## config.mk

```make
export PLATFORM = sky130hd
export DESIGN_NAME = time_display_ctrl
export DESIGN_NICKNAME = d
export VERILOG_FILES = /design/src/rtl/clk_disp_pkg.sv /design/src/rtl/seg7_decode.sv /design/src/rtl/time_display_ctrl.sv
export SDC_FILE = /design/constraint.sdc
export NUM_CORES = 1
export LEC_CHECK = 0
export ABC_AREA = 1
export CORE_AREA = 5 5 111 113
export DETAILED_ROUTE_END_ITERATION = 6
export DIE_AREA = 0 0 116 118
export GPL_TIMING_DRIVEN = 0
export MAX_ROUTING_LAYER = met4
export PLACE_DENSITY_LB_ADDON = 0.2
export SKIP_LAST_GASP = 1
export SYNTH_ARGS = -nofsm -noshare
export SYNTH_HDL_FRONTEND = slang
export SYNTH_SLANG_ARGS = --single-unit
```

## constraint.sdc

```tcl
create_clock -name slw_clk -period 7 [get_ports slw_clk]
set_input_delay 1.4 -clock slw_clk [delete_from_list [all_inputs] [get_ports slw_clk]]
set_output_delay 1.4 -clock slw_clk [all_outputs]
set_load 0.02 [all_outputs]
```

## src/rtl/clk_disp_pkg.sv

```systemverilog
// Shared types and constants for the time display path: converter states,
// digit codes, segment patterns and the shift-add-3 step.
package clk_disp_pkg;

    typedef enum logic [1:0] {
        IDLE   = 2'd0,
        SHIFT  = 2'd1,
        COMMIT = 2'd2
    } conv_state_t;

    // Everything that selects what is on the display; a change restarts conversion.
    typedef struct packed {
        logic [4:0] h;
        logic [5:0] m;
        logic       alarm;
    } src_key_t;

    localparam logic [3:0] DIGIT_DASH  = 4'hA;
    localparam logic [3:0] DIGIT_BLANK = 4'hF;

    // Active-high {g,f,e,d,c,b,a}
    localparam logic [6:0] SEG_0     = 7'h3F;
    localparam logic [6:0] SEG_1     = 7'h06;
    localparam logic [6:0] SEG_2     = 7'h5B;
    localparam logic [6:0] SEG_3     = 7'h4F;
    localparam logic [6:0] SEG_4     = 7'h66;
    localparam logic [6:0] SEG_5     = 7'h6D;
    localparam logic [6:0] SEG_6     = 7'h7D;
    localparam logic [6:0] SEG_7     = 7'h07;
    localparam logic [6:0] SEG_8     = 7'h7F;
    localparam logic [6:0] SEG_9     = 7'h6F;
    localparam logic [6:0] SEG_DASH  = 7'h40;
    localparam logic [6:0] SEG_BLANK = 7'h00;

    // One double-dabble iteration on {tens, units, 6-bit binary}.
    function automatic logic [13:0] dd_step(input logic [13:0] s);
        logic [13:0] t;
        t = s;
        if (t[13:10] >= 4'd5) t[13:10] = t[13:10] + 4'd3;
        if (t[9:6] >= 4'd5)   t[9:6]   = t[9:6] + 4'd3;
        return {t[12:0], 1'b0};
    endfunction

endpackage

```

## src/rtl/seg7_decode.sv

```systemverilog
// Digit code to active-high 7-segment pattern; unknown codes light nothing.
module seg7_decode
    import clk_disp_pkg::*;
(
    input  logic [3:0] i_digit,
    output logic [6:0] o_seg
);

    always_comb begin
        o_seg = SEG_BLANK;
        case (i_digit)
            4'd0:       o_seg = SEG_0;
            4'd1:       o_seg = SEG_1;
            4'd2:       o_seg = SEG_2;
            4'd3:       o_seg = SEG_3;
            4'd4:       o_seg = SEG_4;
            4'd5:       o_seg = SEG_5;
            4'd6:       o_seg = SEG_6;
            4'd7:       o_seg = SEG_7;
            4'd8:       o_seg = SEG_8;
            4'd9:       o_seg = SEG_9;
            DIGIT_DASH: o_seg = SEG_DASH;
            default:    o_seg = SEG_BLANK;
        endcase
    end

endmodule

```

## src/rtl/time_display_ctrl.sv

```systemverilog
// Binary HH:MM (time or alarm) to BCD via a sequential shift-add-3 engine,
// scanned onto a 4-digit multiplexed 7-segment display with a blinking separator.
module time_display_ctrl
    import clk_disp_pkg::*;
#(
    parameter int SCAN_DIV    = 4,
    parameter bit SEG_ACT_LOW = 1'b1,
    parameter bit AN_ACT_LOW  = 1'b1
) (
    input  logic       slw_clk,
    input  logic       rst,
    input  logic [5:0] minutes,
    input  logic [4:0] hours,
    input  logic [5:0] alarm_minutes,
    input  logic [4:0] alarm_hours,
    input  logic       show_alarm,
    input  logic       blank,
    output logic [6:0] seg,
    output logic       dp,
    output logic [3:0] an,
    output logic       busy,
    output logic       bcd_valid
);

    localparam int            PW      = (SCAN_DIV > 1) ? $clog2(SCAN_DIV) : 1;
    localparam logic [PW-1:0] PRE_MAX = PW'(SCAN_DIV - 1);
    localparam logic [6:0]    SEG_OFF = SEG_ACT_LOW ? 7'h7F : 7'h00;
    localparam logic          DP_OFF  = SEG_ACT_LOW;
    localparam logic [3:0]    AN_OFF  = AN_ACT_LOW ? 4'hF : 4'h0;

    logic [4:0] w_src_h;
    logic [5:0] w_src_m;
    src_key_t   w_key;

    assign w_src_h = show_alarm ? alarm_hours : hours;
    assign w_src_m = show_alarm ? alarm_minutes : minutes;
    assign w_key   = {w_src_h, w_src_m, show_alarm};

    conv_state_t     r_state;
    src_key_t        r_key;
    logic [13:0]     r_sh_h;
    logic [13:0]     r_sh_m;
    logic [2:0]      r_iter;
    logic            r_h_bad;
    logic            r_m_bad;
    logic [3:0][3:0] r_dig;
    logic            r_busy;
    logic            r_bcd_valid;

    // Digits only change in COMMIT, so the scan never sees a partial result.
    always_ff @(posedge slw_clk or posedge rst) begin
        if (rst) begin
            r_state     <= IDLE;
            r_key       <= '0;
            r_sh_h      <= '0;
            r_sh_m      <= '0;
            r_iter      <= '0;
            r_h_bad     <= 1'b0;
            r_m_bad     <= 1'b0;
            r_dig       <= '0;
            r_busy      <= 1'b0;
            r_bcd_valid <= 1'b0;
        end else begin
            case (r_state)
                IDLE: begin
                    if (!r_bcd_valid || (w_key != r_key)) begin
                        r_key   <= w_key;
                        r_sh_h  <= {8'd0, 1'b0, w_src_h};
                        r_sh_m  <= {8'd0, w_src_m};
                        r_h_bad <= (w_src_h > 5'd23);
                        r_m_bad <= (w_src_m > 6'd59);
                        r_iter  <= '0;
                        r_busy  <= 1'b1;
                        r_state <= SHIFT;
                    end
                end
                SHIFT: begin
                    r_sh_h <= dd_step(r_sh_h);
                    r_sh_m <= dd_step(r_sh_m);
                    if (r_iter == 3'd5) r_state <= COMMIT;
                    else                r_iter  <= r_iter + 3'd1;
                end
                COMMIT: begin
                    r_dig[3]    <= r_h_bad ? DIGIT_DASH : r_sh_h[13:10];
                    r_dig[2]    <= r_h_bad ? DIGIT_DASH : r_sh_h[9:6];
                    r_dig[1]    <= r_m_bad ? DIGIT_DASH : r_sh_m[13:10];
                    r_dig[0]    <= r_m_bad ? DIGIT_DASH : r_sh_m[9:6];
                    r_bcd_valid <= 1'b1;
                    r_busy      <= 1'b0;
                    r_state     <= IDLE;
                end
                default: r_state <= IDLE;
            endcase
        end
    end

    logic [PW-1:0] r_pre;
    logic [1:0]    r_idx;
    logic          r_phase;

    always_ff @(posedge slw_clk or posedge rst) begin
        if (rst) begin
            r_pre   <= '0;
            r_idx   <= '0;
            r_phase <= 1'b0;
        end else if (r_pre == PRE_MAX) begin
            r_pre <= '0;
            r_idx <= r_idx + 2'd1;
            if (r_idx == 2'd3) r_phase <= ~r_phase;
        end else begin
            r_pre <= r_pre + PW'(1);
        end
    end

    logic [6:0] w_pat;
    logic [3:0] w_onehot;
    logic       w_on;
    logic       w_dp_on;

    seg7_decode u_dec (
        .i_digit (r_dig[r_idx]),
        .o_seg   (w_pat)
    );

    assign w_onehot = 4'b0001 << r_idx;
    assign w_on     = !blank && r_bcd_valid;
    // Separator blinks for the clock, stays lit while showing the alarm.
    assign w_dp_on  = w_on && (r_idx == 2'd2) && (show_alarm || r_phase);

    logic [6:0] r_seg;
    logic       r_dp;
    logic [3:0] r_an;

    always_ff @(posedge slw_clk or posedge rst) begin
        if (rst) begin
            r_seg <= SEG_OFF;
            r_dp  <= DP_OFF;
            r_an  <= AN_OFF;
        end else begin
            r_seg <= w_on ? (SEG_ACT_LOW ? ~w_pat : w_pat) : SEG_OFF;
            r_an  <= w_on ? (AN_ACT_LOW ? ~w_onehot : w_onehot) : AN_OFF;
            r_dp  <= w_dp_on ? ~DP_OFF : DP_OFF;
        end
    end

    assign seg       = r_seg;
    assign dp        = r_dp;
    assign an        = r_an;
    assign busy      = r_busy;
    assign bcd_valid = r_bcd_valid;

endmodule

```

==> results of run 1 <==
-- metrics by stage --
| step | setup slack [ns] | hold WS, ns |
|---|---|---|
| after global placement | 2.110 | 0.4138 |
| final | 3.743 | 0.4304 |
| after global routing | 3.556 | 0.4634 |
| after CTS | 3.741 | 0.4335 |
| after detailed placement | 3.383 | 0.4236 |
| after floorplan | 3.511 | 0.4031 |
-- per-layer routing --
layer  vias up  global-route usage
met2        75              0.2442
met4         0             0.05221
met3        15             0.04781
met5         -                   -
met1      1691              0.2071
li1       1838                   -
-- kinds of logic after synthesis --
logic type,after synthesis
compound gates,83
buf+inv,81
xor+xnor,3
simple gates,269
flops,82
fa+ha+maj,20
-- critical path: stages --
cell,delay [ns]
clkdlybuf4s50_1,0.52
inv_2,0.16
buf_6,0.17
nand2_2,0.07
nand2_2,0.10
nor2_1,0.05
nor2_1,0.15
nand2_1,0.09
nor2_2,0.12
nand3_4,0.12
nand2_4,0.09
buf_6,0.16
nand2_2,0.14
nand2_1,0.09
nand2_1,0.05
-- flip-flops by register name, indices dropped and copies added (netlist names) --
register,flops
an,4
bcd_valid,1
busy,1
dp,1
r_dig,16
r_h_bad,1
r_idx,2
r_iter,3
r_key,12
r_m_bad,1
r_phase,1
r_pre,2
r_sh_h,14
r_sh_m,14
r_state,2
seg,7
-- power groups by stage --
stage	registers (W)	logic (W)	clock network [W]
after global routing	0.000843	0.00102	0.000491
after detailed placement	0.000824	0.000884	0
after floorplan	0.000817	0.000634	0
after CTS	0.000816	0.000886	0.000468
after global placement	0.000818	0.000856	0
final	0.000818	0.000878	0.000455
-- worst max path at each step --
stage / depth (start not counted) / slack, ns / endpoint
2_1_floorplan: 1 / 3.51 / bcd_valid
3_3_place_gp: 2 / 2.11 / r_iter[0]
3_5_place_dp: 15 / 3.38 / r_sh_h[3]
4_1_cts: 15 / 3.74 / r_sh_m[5]
5_1_grt: 15 / 3.56 / r_sh_m[1]
6_report: 15 / 3.74 / r_sh_m[3]
-- layout by cell type (no fill, tap or decap), drive strengths merged, types with 3 or more instances in the layout --
master | synthesis | layout
nand2 | 181 | 181
dfrtp | 70 | 70
inv | 62 | 65
nand3 | 54 | 54
o21ai | 45 | 45
clkdlybuf4s50 | 0 | 39
nor2 | 26 | 26
ha | 20 | 20
clkbuf | 8 | 18
a21oi | 17 | 17
dfstp | 12 | 12
buf | 10 | 11
o211ai | 7 | 7
a31oi | 7 | 7
o31ai | 5 | 5
nand3b | 4 | 4
clkinvlp | 0 | 3
-- cell type report --
cell class | count | share of cell area
buffer | 18 | 0.02186
clock buffer | 10 | 0.04539
clock inverter | 6 | 0.009268
inverter | 63 | 0.04539
multi-input combinational | 375 | 0.3721
sequential | 82 | 0.3926
tap | 143 | 0.03398
timing repair buffer | 40 | 0.07937
==> reports/metrics.yaml, run 1 <==
status: "complete, no violations"
io_buffer_count: 39
start_kind: "primary input"
fin_area_um2: 5265
worstPathRequired_ns: 7.23
dr_wl_met2_um: 4696
gp_congestion: 0.8196
placed_area_um2: 4977
cp.arrival_ns: 3.49
synth_common_cells: "174 x nand2_1, 70 x dfrtp_1, 61 x inv_1"
power_w: 0.002151
viasPerCell: 4.910
maxCapViolations: 0
fin_crit_sh: 0.4652
postCtsSetupRepairBufs: 0
layout-drive-gt1-share: 0.1128
yosys_register_bits: 82
powerDensity_nw_per_um2: 408.5
finalNonFillerCells: 737
multi_input_area_um2: 1959
syn2layout_area_growth_pct: 20.26
netlist.area_leader.share: 0.4001
max_clock_freq_mhz: 307.1
cts-root-buf: "clkbuf_16"
ant_nets: 0
finalMaxSlewViolations: 0
p_int_w: 0.001270
clkSinkCount: 82
antennaDiodeCount: 0
clock_skew_ns: 0.007754
synth-simple-area-share: 0.2792
die-area_um2: 13690
clock_latency_ns: 0.34
fin_nets: 635
yosysTopAreaCell: "dfrtp_1"
wl_met1_um: 4618
syn_avg_cell_area_um2: 8.137
coreArea_um2: 11220
critical_path_class: "primary input to register"
numCtsBuffers: 9
post_drt_wl_per_cell_um: 13.52
holdPathEnd: "r_pre[0]"
first_iter_violations: 214
vias: 3619
wl_met3_um: 491
synth_top_flop_cell: "dfrtp_1"
synth_compound_area_frac: 0.1052
dr.pass1.iters: 4
syn_inst: 538
p_clk_frac: 0.212
fp.dieH_um: 118
ys_warn_count: 0
hold_depth: 1
synth-edff-count: 0
synth_top_family_by_area: "simple AND/OR/NAND/NOR gates"
fin_crit_ns: 3.257
yosysSeqAreaShare: 0.4721
power_switching_w: 0.0008805
relSlewSlack: 0.5966
initial_core_util: 0.3901
seqCellArea_um2: 2067
io_pins: 40
power.share.combinational: 0.408
grt_max_degree: 45
rows: 39
synth_xor_area_frac: 0.006002
drcViolationCount: 0
clk_pin_slew_ns: 0.06
ctsResizeCount: 0
final_util: 0.4691
p_leak_nw: 2.578
grt_pass1_vias: 3542
place_hpwl_um: 7420
grt_usage: 0.1613
rsz0062_at_grt: "no"
fill_cells: 1107
tightest_slew_ns: 0.6028
rrSetupSlack_ns: 4.93
synthArstFlopShare: 1.000
synth_nets: 584
cp_max_fo: 10
synthAdderAreaFrac: 0.05716
netlist_area_um2: 4378
tns_ns: 0
setup_violations: 0
cts_tree: "yes"
synthTopCellsByArea: "dfrtp_1 40%, nand2_1 15%, dfstp_2 7.2%"
synth.most_common_cell: "nand2_1"
crit_start: "show_alarm"
cts.hold.buffers_added: 0
synth_mux_area_frac: 0
clockBufferDepth: 2
routed.top_layer: "met4"
antenna_found_initial: 0
routed_wl_um: 9961
pwr-share-seq: 0.380
die_w_um: 116
place_inst: 721
grt-ovfl-total: 0
hp-class: "register to register"
ir_worst_vdd_v: 0.0002087
hold_path_startpoint: "r_pre[0]"
reg2regPathDepth: 6
cts.htree.levels: 3
hold_viol: 0
ys_types: 30
rr_startpoint: "r_idx[0]"
setup.worst_path.end_class: "register"
worstReg2RegEnd: "seg[1]"
switching_share: 0.4094
grt_pass1_wl_um: 17040
Power figures use the tool's default switching activity.
==> run 2, diff against run 1 <==
- clock period: 7 -> 3.23 ns (I/O delays scaled with it)
==> results of run 2 <==
The final DEF is identical to that of run 1. Status: complete, no violations.
Among the figures that moved: setup slack after placement 3.383 ns -> 0.3671 ns; setup slack after layout 3.743 ns -> 0.7275 ns; register-to-register setup slack 4.93 ns -> 1.16 ns; total power 0.002151 W -> 0.004661 W; worst IR drop on VDD 0.0002087 V -> 0.0004524 V
==> run 3, diff against run 2 <==
- clock period: 3.23 -> 2.3 ns (I/O delays scaled with it)
==> run 3 against run 2 <==
Power increased by 45%. Sequential share of layout area decreased by 0.51 points. Register-to-register slack got worse by 0.93 ns. Clock skew decreased by 0.0018 ns. Hold slack got worse by 0.0034 ns. Setup slack got worse by 0.55 ns. Wire length increased by 2.4%. Highest routed layer unchanged. Combinational power increased by 43%. Global-route usage increased by 0.53 points. Cell area increased by 1.3%. Sequential power increased by 41%.
==> reports/metrics.yaml, run 3 (synthesized netlist as in run 1, its figures left out) <==
cts.htree.levels: 3  # unchanged
layout-drive-gt1-share: 0.1143  # was 0.1128
routed_wl_um: 10200  # was 9961 um
gp_congestion: 0.8496  # was 0.8196
holdPathEnd: "r_pre[0]"  # unchanged
start_kind: "primary input"  # unchanged
power_switching_w: 0.002695  # was 0.001908 W
p_int_w: 0.004086  # was 0.002753 W
max_clock_freq_mhz: 471.9
largest_register: "r_dig"  # unchanged
mostFrequentLayoutCells: "174 x nand2_1, 70 x dfrtp_1, 60 x inv_1"  # unchanged
reg_top3: "r_dig (16), r_sh_h (14), r_sh_m (14)"  # unchanged
hold_path_startpoint: "r_pre[0]"  # unchanged
dr.pass1.iters: 5  # was 4
cts-root-buf: "clkbuf_16"  # unchanged
worstReg2RegEnd: "seg[0]"  # was seg[1]
hold_depth: 1  # unchanged
syn2layout_area_growth_pct: 21.83  # was 20.26%
switching_share: 0.3974  # was 0.4094
coreArea_um2: 11220  # unchanged
ctsResizeCount: 1  # was 0
fin_nets: 636  # was 635
fin_crit_ns: 2.119
rsz0062_at_grt: "no"  # unchanged
hold_viol: 0  # unchanged
multi_input_area_um2: 1964  # was 1959 um2
power_w: 0.006781  # was 0.004661 W
cp.arrival_ns: 2.40  # was 2.73 ns
grt_pass1_wl_um: 17580  # was 17,040 um
relSlewSlack: 0.4547  # was 0.5966
initial_core_util: 0.3901  # unchanged
grt_max_degree: 39  # was 45
slowest_delay_ns: 0.31  # was 0.52 ns
power.share.combinational: 0.400  # was 0.408
clockBufferDepth: 2  # unchanged
numCtsBuffers: 9  # unchanged
die_w_um: 116  # unchanged
fp.dieH_um: 118  # unchanged
critPathSlowestCell: "dlygate4sd2_1"  # was clkdlybuf4s50_1
reg2regPathDepth: 6  # unchanged
place_hpwl_um: 7420  # about the same
viasPerCell: 5.030  # was 4.910
p_leak_nw: 2.616  # was 2.578 nW
cts_tree: "yes"  # unchanged
clk_pin_slew_ns: 0.06  # about the same
fill_cells: 1102  # was 1,107
setup.worst_path.end_class: "register"  # unchanged
powerDensity_nw_per_um2: 1271  # was 885.2 nW/um2
grt_usage: 0.1666  # was 0.1613
largest_reg_flops: 16  # unchanged
cpMostUsedCell: "buf_6"
holdWs_ns: 0.4270  # was 0.4304 ns
vias: 3712  # was 3,619
clock_skew_ns: 0.005960  # was 0.007754 ns
clkSinkCount: 82  # unchanged
rrSetupSlack_ns: 0.23  # was 1.16 ns
crit_chain: "dlygate4sd2_1 -> inv_2 -> buf_6 -> nand2_2 -> nand2_2 -> nor2_1 -> nor2_1 -> nand2_1 -> nor2_2 -> nand3_4 -> nand2_4 -> buf_6 -> buf_6 -> nand3_2 -> nand2_1"  # was clkdlybuf4s50_1 -> inv_2 -> buf_6 -> nand2_2 -> nand2_2 -> nor2_1 -> nor2_1 -> nand2_1 -> nor2_2 -> nand3_4 -> nand2_4 -> buf_6 -> nand2_2 -> nand2_1 -> nand2_1
ir_worst_vdd_v: 0.0008958  # was 0.0004524 V
drcViolationCount: 0  # unchanged
post_drt_wl_per_cell_um: 13.82  # was 13.52 um
first_iter_violations: 283  # was 214
critical_path_class: "primary input to register"  # unchanged
antennaDiodeCount: 0  # unchanged
seqCellArea_um2: 2067  # unchanged
setup_violations: 0  # unchanged
crit_start: "show_alarm"  # unchanged
die-area_um2: 13690  # unchanged
grt_pass1_vias: 3684  # was 3,542
p_clk_frac: 0.232  # was 0.212
status: "complete, no violations"  # unchanged
ant_nets: 0  # unchanged
hp-class: "register to register"  # unchanged
rr_startpoint: "r_idx[0]"  # unchanged
finalMaxSlewViolations: 0  # unchanged
rows: 39  # unchanged
pwr-share-seq: 0.368  # was 0.380
worstPathRequired_ns: 2.58  # was 3.46 ns
antenna_found_initial: 0  # unchanged
layout_commonest_cell: "nand2_1"  # unchanged
postCtsSetupRepairBufs: 0  # unchanged
fin_crit_sh: 0.9213
io_buffer_count: 39  # unchanged
tightest_slew_ns: 0.8162  # was 0.6028 ns
clock_latency_ns: 0.35  # was 0.34 ns
grt-ovfl-total: 0  # unchanged
io_pins: 40  # unchanged
cp_max_fo: 10  # unchanged
cts.hold.buffers_added: 0  # unchanged
maxCapViolations: 0  # unchanged
run 3: cell types whose count changed in the layout (fill, tap and decap cells not counted), sizes merged:
| cell | previous run | this run |
|---|---|---|
| bufinv | 0 | 2 |
| clkbuf | 18 | 19 |
| clkdlybuf4s50 | 39 | 38 |
| clkinv | 1 | 4 |
| clkinvlp | 3 | 2 |
| dlygate4sd2 | 0 | 1 |
| inv | 65 | 61 |
run 3: how the worst max path moves through the flow:
stage / to / slack, ns
final: r_sh_m[7] / 0.18
after global routing: r_key[2] / 0.01
after CTS: r_sh_m[3] / 0.19
after detailed placement: r_sh_m[5] / -0.39
after global placement: r_sh_h[1] / -0.37
after floorplan: r_sh_h[1] / 0.60
run 3: final cells by class:
cell class / count / share of cell area
timing repair buffer: 41 / 0.08187
sequential: 82 / 0.3875
inverter: 63 / 0.04504
multi-input combinational: 375 / 0.3683
clock inverter: 6 / 0.01689
buffer: 18 / 0.02205
tap: 143 / 0.03354
clock buffer: 10 / 0.04480
run 3: per-stage QoR:
step / cell area (um2) / std cells / utilization / setup WS, ns / setup TNS (ns)
after global placement: 4951 / 720 / 0.4411 / -0.3681 / -19.11
after floorplan: 4382 / 538 / - / 0.5986 / 0
after CTS: 5326 / 738 / 0.4746 / 0.1901 / 0
after global routing: 5334 / 738 / 0.4753 / 0.01287 / 0
final: 5334 / 738 / 0.4753 / 0.1809 / 0
after detailed placement: 4999 / 722 / 0.4454 / -0.3916 / -15.67
run 3: power by group through the flow:
stage	Sequential (W)	Clock (W)	Combinational [W]
after detailed placement	0.00251	0	0.00269
final	0.00250	0.00157	0.00271
after floorplan	0.00249	0	0.00193
after CTS	0.00249	0.00161	0.00271
after global routing	0.00258	0.00169	0.00313
after global placement	0.00249	0	0.00261
run 3: critical path: cells and delay by family:
kind / cells / cell delay, ns
buffers and inverters: 5 / 0.97
AND/OR/NAND/NOR: 10 / 0.94
run 3: layer usage:
| layer | global-route usage | share of wire |
|---|---|---|
| met1 | 0.2063 | 0.46 |
| met2 | 0.2629 | 0.49 |
| met3 | 0.03959 | 0.036 |
| met4 | 0.06309 | 0.020 |
| met5 | - | 0 |
